[src/rtl/inst_mem_loader_pkg.sv]
// Shared definitions for the instruction-memory programming path: widths,
// memory depth and the loader FSM state encoding.
package inst_mem_loader_pkg;

    localparam int PC_BITS        = 8;
    localparam int BYTE_SIZE      = 8;
    localparam int INST_MEM_DEPTH = 56;

    typedef enum logic [2:0] {
        S_IDLE     = 3'd0,
        S_ADDR     = 3'd1,
        S_DATA     = 3'd2,
        S_W_SETUP  = 3'd3,
        S_W_STROBE = 3'd4,
        S_W_HOLD   = 3'd5
    } loader_state_t;

    // States in which a byte can be taken from the I2C slave
    function automatic logic accepts_byte(input loader_state_t s);
        return (s == S_IDLE) || (s == S_ADDR) || (s == S_DATA);
    endfunction

endpackage

[src/rtl/inst_mem_loader.sv]
// Instruction-memory loader: turns an I2C byte frame (start address byte,
// then data bytes) into setup/strobe/hold writes on the byte-wide memory
// port, and holds the core while a frame is open.
module inst_mem_loader
    import inst_mem_loader_pkg::*;
#(
    parameter int MEM_DEPTH = INST_MEM_DEPTH,
    parameter int ADDR_W    = PC_BITS,
    parameter int DATA_W    = BYTE_SIZE
) (
    input  logic              i_clk,
    input  logic              i_rst_n,
    input  logic              i_rx_start,
    input  logic              i_rx_stop,
    input  logic              i_rx_valid,
    input  logic [DATA_W-1:0] i_rx_data,
    output logic              o_rx_ready,
    output logic [ADDR_W-1:0] o_mem_address,
    output logic [DATA_W-1:0] o_mem_data,
    output logic              o_mem_cs,
    output logic              o_cpu_hold,
    output logic [ADDR_W-1:0] o_byte_count,
    output logic              o_err_ovf
);

    localparam logic [ADDR_W-1:0] LP_DEPTH = ADDR_W'(MEM_DEPTH);

    loader_state_t     r_state;
    loader_state_t     w_next;
    logic [ADDR_W-1:0] r_addr;
    logic [ADDR_W-1:0] r_mem_address;
    logic [DATA_W-1:0] r_mem_data;
    logic [ADDR_W-1:0] r_byte_count;
    logic              r_rx_ready;
    logic              r_mem_cs;
    logic              r_cpu_hold;
    logic              r_err_ovf;
    logic              r_start_pend;
    logic              r_stop_pend;
    logic              w_take;
    logic              w_in_range;

    assign w_take     = i_rx_valid & r_rx_ready;
    assign w_in_range = (r_addr < LP_DEPTH);

    // Next-state decode; a start always reopens the frame, ahead of a stop
    always_comb begin
        w_next = r_state;
        case (r_state)
            S_IDLE: begin
                if (i_rx_start) w_next = w_take ? S_DATA : S_ADDR;
            end
            S_ADDR: begin
                if (i_rx_start)     w_next = w_take ? S_DATA : S_ADDR;
                else if (i_rx_stop) w_next = S_IDLE;
                else if (w_take)    w_next = S_DATA;
            end
            S_DATA: begin
                if (i_rx_start)     w_next = w_take ? S_DATA : S_ADDR;
                else if (w_take)    w_next = S_W_SETUP;
                else if (i_rx_stop) w_next = S_IDLE;
            end
            S_W_SETUP:  w_next = S_W_STROBE;
            S_W_STROBE: w_next = S_W_HOLD;
            S_W_HOLD: begin
                if (r_start_pend || i_rx_start)    w_next = S_ADDR;
                else if (r_stop_pend || i_rx_stop) w_next = S_IDLE;
                else                               w_next = S_DATA;
            end
            default: w_next = S_IDLE;
        endcase
    end

    // FSM state, datapath registers and registered output decode
    always_ff @(posedge i_clk) begin
        if (!i_rst_n) begin
            r_state       <= S_IDLE;
            r_addr        <= '0;
            r_mem_address <= '0;
            r_mem_data    <= '0;
            r_byte_count  <= '0;
            r_rx_ready    <= 1'b0;
            r_mem_cs      <= 1'b0;
            r_cpu_hold    <= 1'b0;
            r_err_ovf     <= 1'b0;
            r_start_pend  <= 1'b0;
            r_stop_pend   <= 1'b0;
        end else begin
            r_state    <= w_next;
            r_rx_ready <= accepts_byte(w_next);
            r_cpu_hold <= (w_next != S_IDLE);
            // strobe only for in-range targets; r_addr is stable through the write
            r_mem_cs   <= (w_next == S_W_STROBE) && w_in_range;

            case (r_state)
                S_IDLE, S_ADDR, S_DATA: begin
                    r_start_pend <= 1'b0;
                    r_stop_pend  <= 1'b0;
                    if (i_rx_start) begin
                        r_byte_count <= '0;
                        r_err_ovf    <= 1'b0;
                        if (w_take) r_addr <= ADDR_W'(i_rx_data);
                    end else if (r_state == S_ADDR && w_take && !i_rx_stop) begin
                        r_addr <= ADDR_W'(i_rx_data);
                    end else if (r_state == S_DATA && w_take) begin
                        r_mem_address <= r_addr;
                        r_mem_data    <= i_rx_data;
                        // a stop arriving with the byte closes the frame after the write
                        r_stop_pend   <= i_rx_stop;
                    end
                end
                S_W_SETUP, S_W_STROBE: begin
                    if (i_rx_start) r_start_pend <= 1'b1;
                    if (i_rx_stop)  r_stop_pend  <= 1'b1;
                    if (r_state == S_W_STROBE && !w_in_range) r_err_ovf <= 1'b1;
                end
                S_W_HOLD: begin
                    r_addr       <= r_addr + 1'b1;
                    r_start_pend <= 1'b0;
                    r_stop_pend  <= 1'b0;
                    if (r_start_pend || i_rx_start) begin
                        r_byte_count <= '0;
                        r_err_ovf    <= 1'b0;
                    end else if (w_in_range && r_byte_count != '1) begin
                        r_byte_count <= r_byte_count + 1'b1;
                    end
                end
                default: ;
            endcase
        end
    end

    assign o_rx_ready    = r_rx_ready;
    assign o_mem_address = r_mem_address;
    assign o_mem_data    = r_mem_data;
    assign o_mem_cs      = r_mem_cs;
    assign o_cpu_hold    = r_cpu_hold;
    assign o_byte_count  = r_byte_count;
    assign o_err_ovf     = r_err_ovf;

endmodule

[config.mk]
export PLATFORM = sky130hd
export DESIGN_NAME = inst_mem_loader
export DESIGN_NICKNAME = d
export VERILOG_FILES = /design/src/rtl/inst_mem_loader_pkg.sv /design/src/rtl/inst_mem_loader.sv
export SDC_FILE = /design/constraint.sdc
export NUM_CORES = 1
export LEC_CHECK = 0
export BUFFER_PORTS_ARGS = -buffer_cell sky130_fd_sc_hd__clkbuf_2
export CAP_MARGIN = 10
export CORE_AREA = 2 2 91 93
export CTS_CLUSTER_SIZE = 28
export DETAILED_ROUTE_END_ITERATION = 10
export DIE_AREA = 0 0 93 95
export GPL_ROUTABILITY_DRIVEN = 0
export HOLD_SLACK_MARGIN = 0.06
export PLACE_DENSITY = 0.41
export SLEW_MARGIN = 25
export SYNTH_ARGS = -nofsm -noshare
export SYNTH_HDL_FRONTEND = slang
export SYNTH_SLANG_ARGS = --single-unit
[constraint.sdc]
create_clock -name i_clk -period 2.55 [get_ports i_clk]
set_input_delay 0.1275 -clock i_clk [delete_from_list [all_inputs] [get_ports i_clk]]
set_output_delay 0.1275 -clock i_clk [all_outputs]
set_load 0.01 [all_outputs]
# Word level (Yosys, flattened, before mapping)
# Index checks and enable logic that the tools add are counted.
[classes] add_sub_neg=2 n_lt_le_gt_ge=1 eq_ne=17 mux=30 n_bitwise=3 reduce_logical=27
[ops] operator="8-bit two-way mux" count=6
[ops] operator="8-bit one-hot mux with 2 select lines" count=2
[ops] operator="3-bit two-way mux" count=7
[ops] operator="3-bit one-hot mux with 6 select lines" count=1
[ops] operator="8-bit by 1-bit adder with 8-bit output, second input constant" count=2
[ops] operator="2-bit inequality test, second input constant" count=5
[ops] operator="3-bit by 2-bit equality test with 1-bit output, second input constant" count=3
[ops] operator="3-bit equality test, second input constant" count=3
[ops] operator="3-bit inequality test, second input constant" count=3
[ops] operator="8-bit by 6-bit < comparator with 1-bit output, second input constant" count=1
[ops] operator="1-bit two-way mux" count=8
[ops] operator="8-bit inequality test, second input constant" count=1
[ops] operator="4-bit AND reduction" count=2
[ops] operator="3-bit by 1-bit equality test with 1-bit output, second input constant" count=2
[ops] operator="1-bit logical AND" count=6
[ops] operator="3-bit logical NOT" count=2
[ops] operator="2-bit two-way mux" count=3
[ops] operator="1-bit one-hot mux with 3 select lines" count=2
[ops] operator="3-bit AND reduction" count=2
[ops] operator="3-bit nonzero test" count=2
[ops] operator="1-bit logical OR" count=4
[ops] operator="2-bit AND reduction" count=2
[ops] operator="2-bit nonzero test" count=2
[ops] operator="4-bit OR reduction" count=1
[ops] operator="other kinds (6)" count=8
[totals] regBits=41 output_inout_bits=28 wordCells=91

# Logic depth before layout (Yosys ltp)
[logic_depth] ltp_word=8 ltp_mapped=7 depth_no_buf=5

# Least setup slack after synthesis
# No wires, ideal clock.
[synth_path] kind="flip-flop to flip-flop" start="register r_state[0]" end="register r_byte_count[6] (netlist: o_byte_count[6])" setup_time_ps=121 t_arrival_ps=1657 required_time_ps=2429 path_slack_ps=772 path_stages_with_launch=6 path_buffers=1 synth_period_minus_slack_ps=1778 cell_sequence="dfxtp_1 > clkbuf_1 > mux2i_1 > o21ai_1 > nor4_1 > mux2_2"
[synth_via] elab_chain_cells=4
[synth_lines] element="start, declared" line="inst_mem_loader.sv:28" source="loader_state_t r_state;"
[synth_lines] element="start signal, assigned" line="inst_mem_loader.sv:89" source="r_state <= w_next;"
[synth_lines] element="3-bit by 1-bit equality test with 1-bit output, or another cell as far along" line="inst_mem_loader.sv:95" source="case (r_state)"
[synth_lines] element="3-bit OR reduction" line="inst_mem_loader.sv:95"
[synth_lines] element="2-bit inequality test (no line) / 2-bit nonzero test (equally long branches)"
[synth_lines] element="3-bit AND reduction (no line)"
[synth_lines] element="end signal, assigned" line="inst_mem_loader.sv:125" source="r_byte_count <= r_byte_count + 1'b1;"
[synth_lines] element="end, declared" line="inst_mem_loader.sv:33" source="logic [ADDR_W-1:0] r_byte_count;"
# Parallel ways exist; a longest one is shown, timed or not.
# A chain may end at the register's enable or synchronous reset.

# Worst setup path in the final report
# Same ends and word-level chain as after synthesis.

==> flow_summary.ini <==
[synth]
synthTopCellsByCount = 47 x nand2_1, 41 x dfxtp_1, 21 x a21oi_1
synth_cell_types = 51
ys.warnings.count = 0
synth_area_um2 = 1910
yosysMostFrequentCell = nand2_1
seq_area_frac_synth_pct = 43.1
yosys.area.top_type_share_pct = 43.1
synthTopCellsByArea = dfxtp_1 43%, nand2_1 9.3%, a21oi_1 5.5%, nand3_1 2.4%, o311ai_0 2.3%
ys.flop_type = dfxtp_1
synth_nets = 247
ys_ff_latch = 41
netlist_instances = 232
synth_edf_count = 0
synth_top_area_cell = dfxtp_1
syn_area_per_cell_um2 = 8.21
synthArstFlopShare_pct = 0

[layout]
final_nets = 285
fillCellCount = 909
drive_gt1_share_pct = 21.0
final_cells = 376
n_antenna_cell = 0
synthToLayoutAreaGrowth_pct = 21.7

[critical_path]
cp_max_fo = 12
cp_top_family = multiplexers
cp_slowest_stage_delay_ns = 0.57
critPathArrivalTime_ns = 2.15
endpoint_kind = flop
rrSetupSlack_ns = 0.59
path_cells = mux2i_1 > o21ai_1 > nor4_1 > mux2_2
critPathRequiredTime_ns = 2.75
crit_buf_inv = 0
rr_startpoint = r_state[0]
worst_path_max_delay_cell = dfxtp_1
r2r_end = o_byte_count[6]
critical_path_class = reg2reg
ff2ff_path_depth = 4
startpoint_type = flop

[placement]
dpl.cell_count = 368
port_buffers = 40
place_hpwl_um = 3760

[timing]
setup_tns_ns = 0
period_share_pct = 76.8
worstMarginPinSlew_ns = 0.624
hold_viol = 0
drv_slew = 0
fin_worst_skew_ns = 0.0112
max_freq_ghz = 0.511
fin_crit_ns = 1.96
slew_headroom_pct = 58.4
rsz0062_at_grt = no
setup_viol = 0

[route]
ant_nets = 0
dr.pass1.iters = 4
drc_errors = 0
routed_wl_um = 5380
via_per_inst = 4.90
via_count = 1842
post_drt_wl_per_cell_um = 14.3
drtIter0Drc = 123

[cts]
hold_buffers = 0
cts_buffers = 5
cts-root-buf = clkbuf_8
clkTransAtPathRegs_ns = 0.09
cts_setup_buffers = 0
h-tree-depth = 2
clkLatencyLatePin_ns = 0.30
cts_resized = 0
clock_path_buffers = 2
clock-sinks = 41
cts_tree = built

[grt]
grt_pass1_vias = 1634
grt_first_pass_wirelength_um = 8400
grt_antenna_before_repair = 0
gr-total-overflow = 0
grt_max_degree = 29
grtUsageTotal_pct = 12.1

[floorplan]
initial_utilization_pct = 24.0
dieHeight_um = 95
die_width_um = 93
coreArea_um2 = 7930
io_pins = 41
die_area_um2 = 8840
rows = 33

[flow_run]
drv_cap = 0

[hold_path]
worstHoldStart = i_rx_data[1]
whs_endpoint = o_mem_data[1]
whs_path_depth = 3
hp-class = in2reg

[power_and_ir_drop]
finalPower_mw = 1.30
p_leak_nw = 0.831
peakVddDrop_v = 0.000285
power_density_nw_per_um2 = 559

[outcome]
status = complete, no violations
==> stage by stage <==
stage	area, um2	hold slack, ns	util, %	setup slack [ns]
final	2320	0.0691	29.2	0.592
after global routing	2320	0.0775	29.2	0.452
after CTS	2320	0.0625	29.2	0.603
after detailed placement	2210	0.385	27.8	0.630
after global placement	2210	0.380	27.8	0.600
after floorplan	1910	0.263	-	0.772
==> sequential cells by signal, summed over array words and instances, names as in the netlist <==
name,cells
o_cpu_hold,1
o_byte_count,8
o_mem_cs,1
r_state,3
o_err_ovf,1
r_stop_pend,1
o_rx_ready,1
o_mem_address,8
o_mem_data,8
r_addr,8
r_start_pend,1
==> tightest hold or removal path: stages <==
cell	delay [ns]
clkbuf_2	0.09
nand2_1	0.05
a21oi_1	0.05
==> metal layers <==
| layer | part of all wire (%) | global-route usage [%] |
|---|---|---|
| met5 | 0 | 0 |
| met4 | 1.2 | 3.68 |
| met3 | 3.7 | 2.47 |
| met2 | 42 | 17.6 |
| met1 | 53 | 17.9 |
==> final cells by class <==
type                       instances  area, um2  share of cell area (%)
clock inverter                     2       38.8                    1.67
inverter                           9       33.8                    1.46
sequential                        41        821                    35.4
timing repair buffer              44        230                    9.93
tap                              105        131                    5.67
clock buffer                       6       72.6                    3.13
multi-input combinational        169        991                    42.7
==> worst max path at each step <==
stage	start	cells after the start	to	slack [ns]
5_1_grt	r_state[0]	4	o_byte_count[2]	0.45
6_report	r_state[0]	4	o_byte_count[6]	0.59
2_1_floorplan	r_state[0]	5	o_byte_count[6]	0.77
4_1_cts	r_state[0]	4	o_byte_count[3]	0.60
3_3_place_gp	r_state[1]	5	r_stop_pend	0.60
3_5_place_dp	r_state[0]	4	o_byte_count[6]	0.63
==> layout by cell type, fill, tap and decap left out, drive strengths merged, types with 4 or more instances in the layout <==
cell type | netlist | routed
o31ai | 4 | 4
o21ai | 7 | 7
nor4 | 5 | 5
dfxtp | 41 | 41
o311ai | 5 | 5
inv | 9 | 9
a31oi | 6 | 6
nor2 | 8 | 8
buf | 5 | 4
nand3 | 9 | 9
nand2 | 47 | 47
nor3 | 6 | 6
clkbuf | 8 | 46
a21oi | 21 | 21
==> kinds of logic after synthesis <==
logic type / after synthesis / synth area share (%)
AOI/OAI and AO/OA: 67 / 24.1
adders and majority gates: 2 / 1.31
buffers and inverters: 22 / 4.92
DFF: 41 / 43.1
muxes: 4 / 2.23
and+or+nand+nor: 96 / 24.4
==> power by group <==
| part | internal (mW) | switching, mW |
|---|---|---|
| Clock | 0.294 | 0.240 |
| Sequential | 0.652 | 0.0177 |
| Combinational | 0.0349 | 0.0569 |
| Total | 0.981 | 0.314 |
Power figures use the tool's default switching activity.
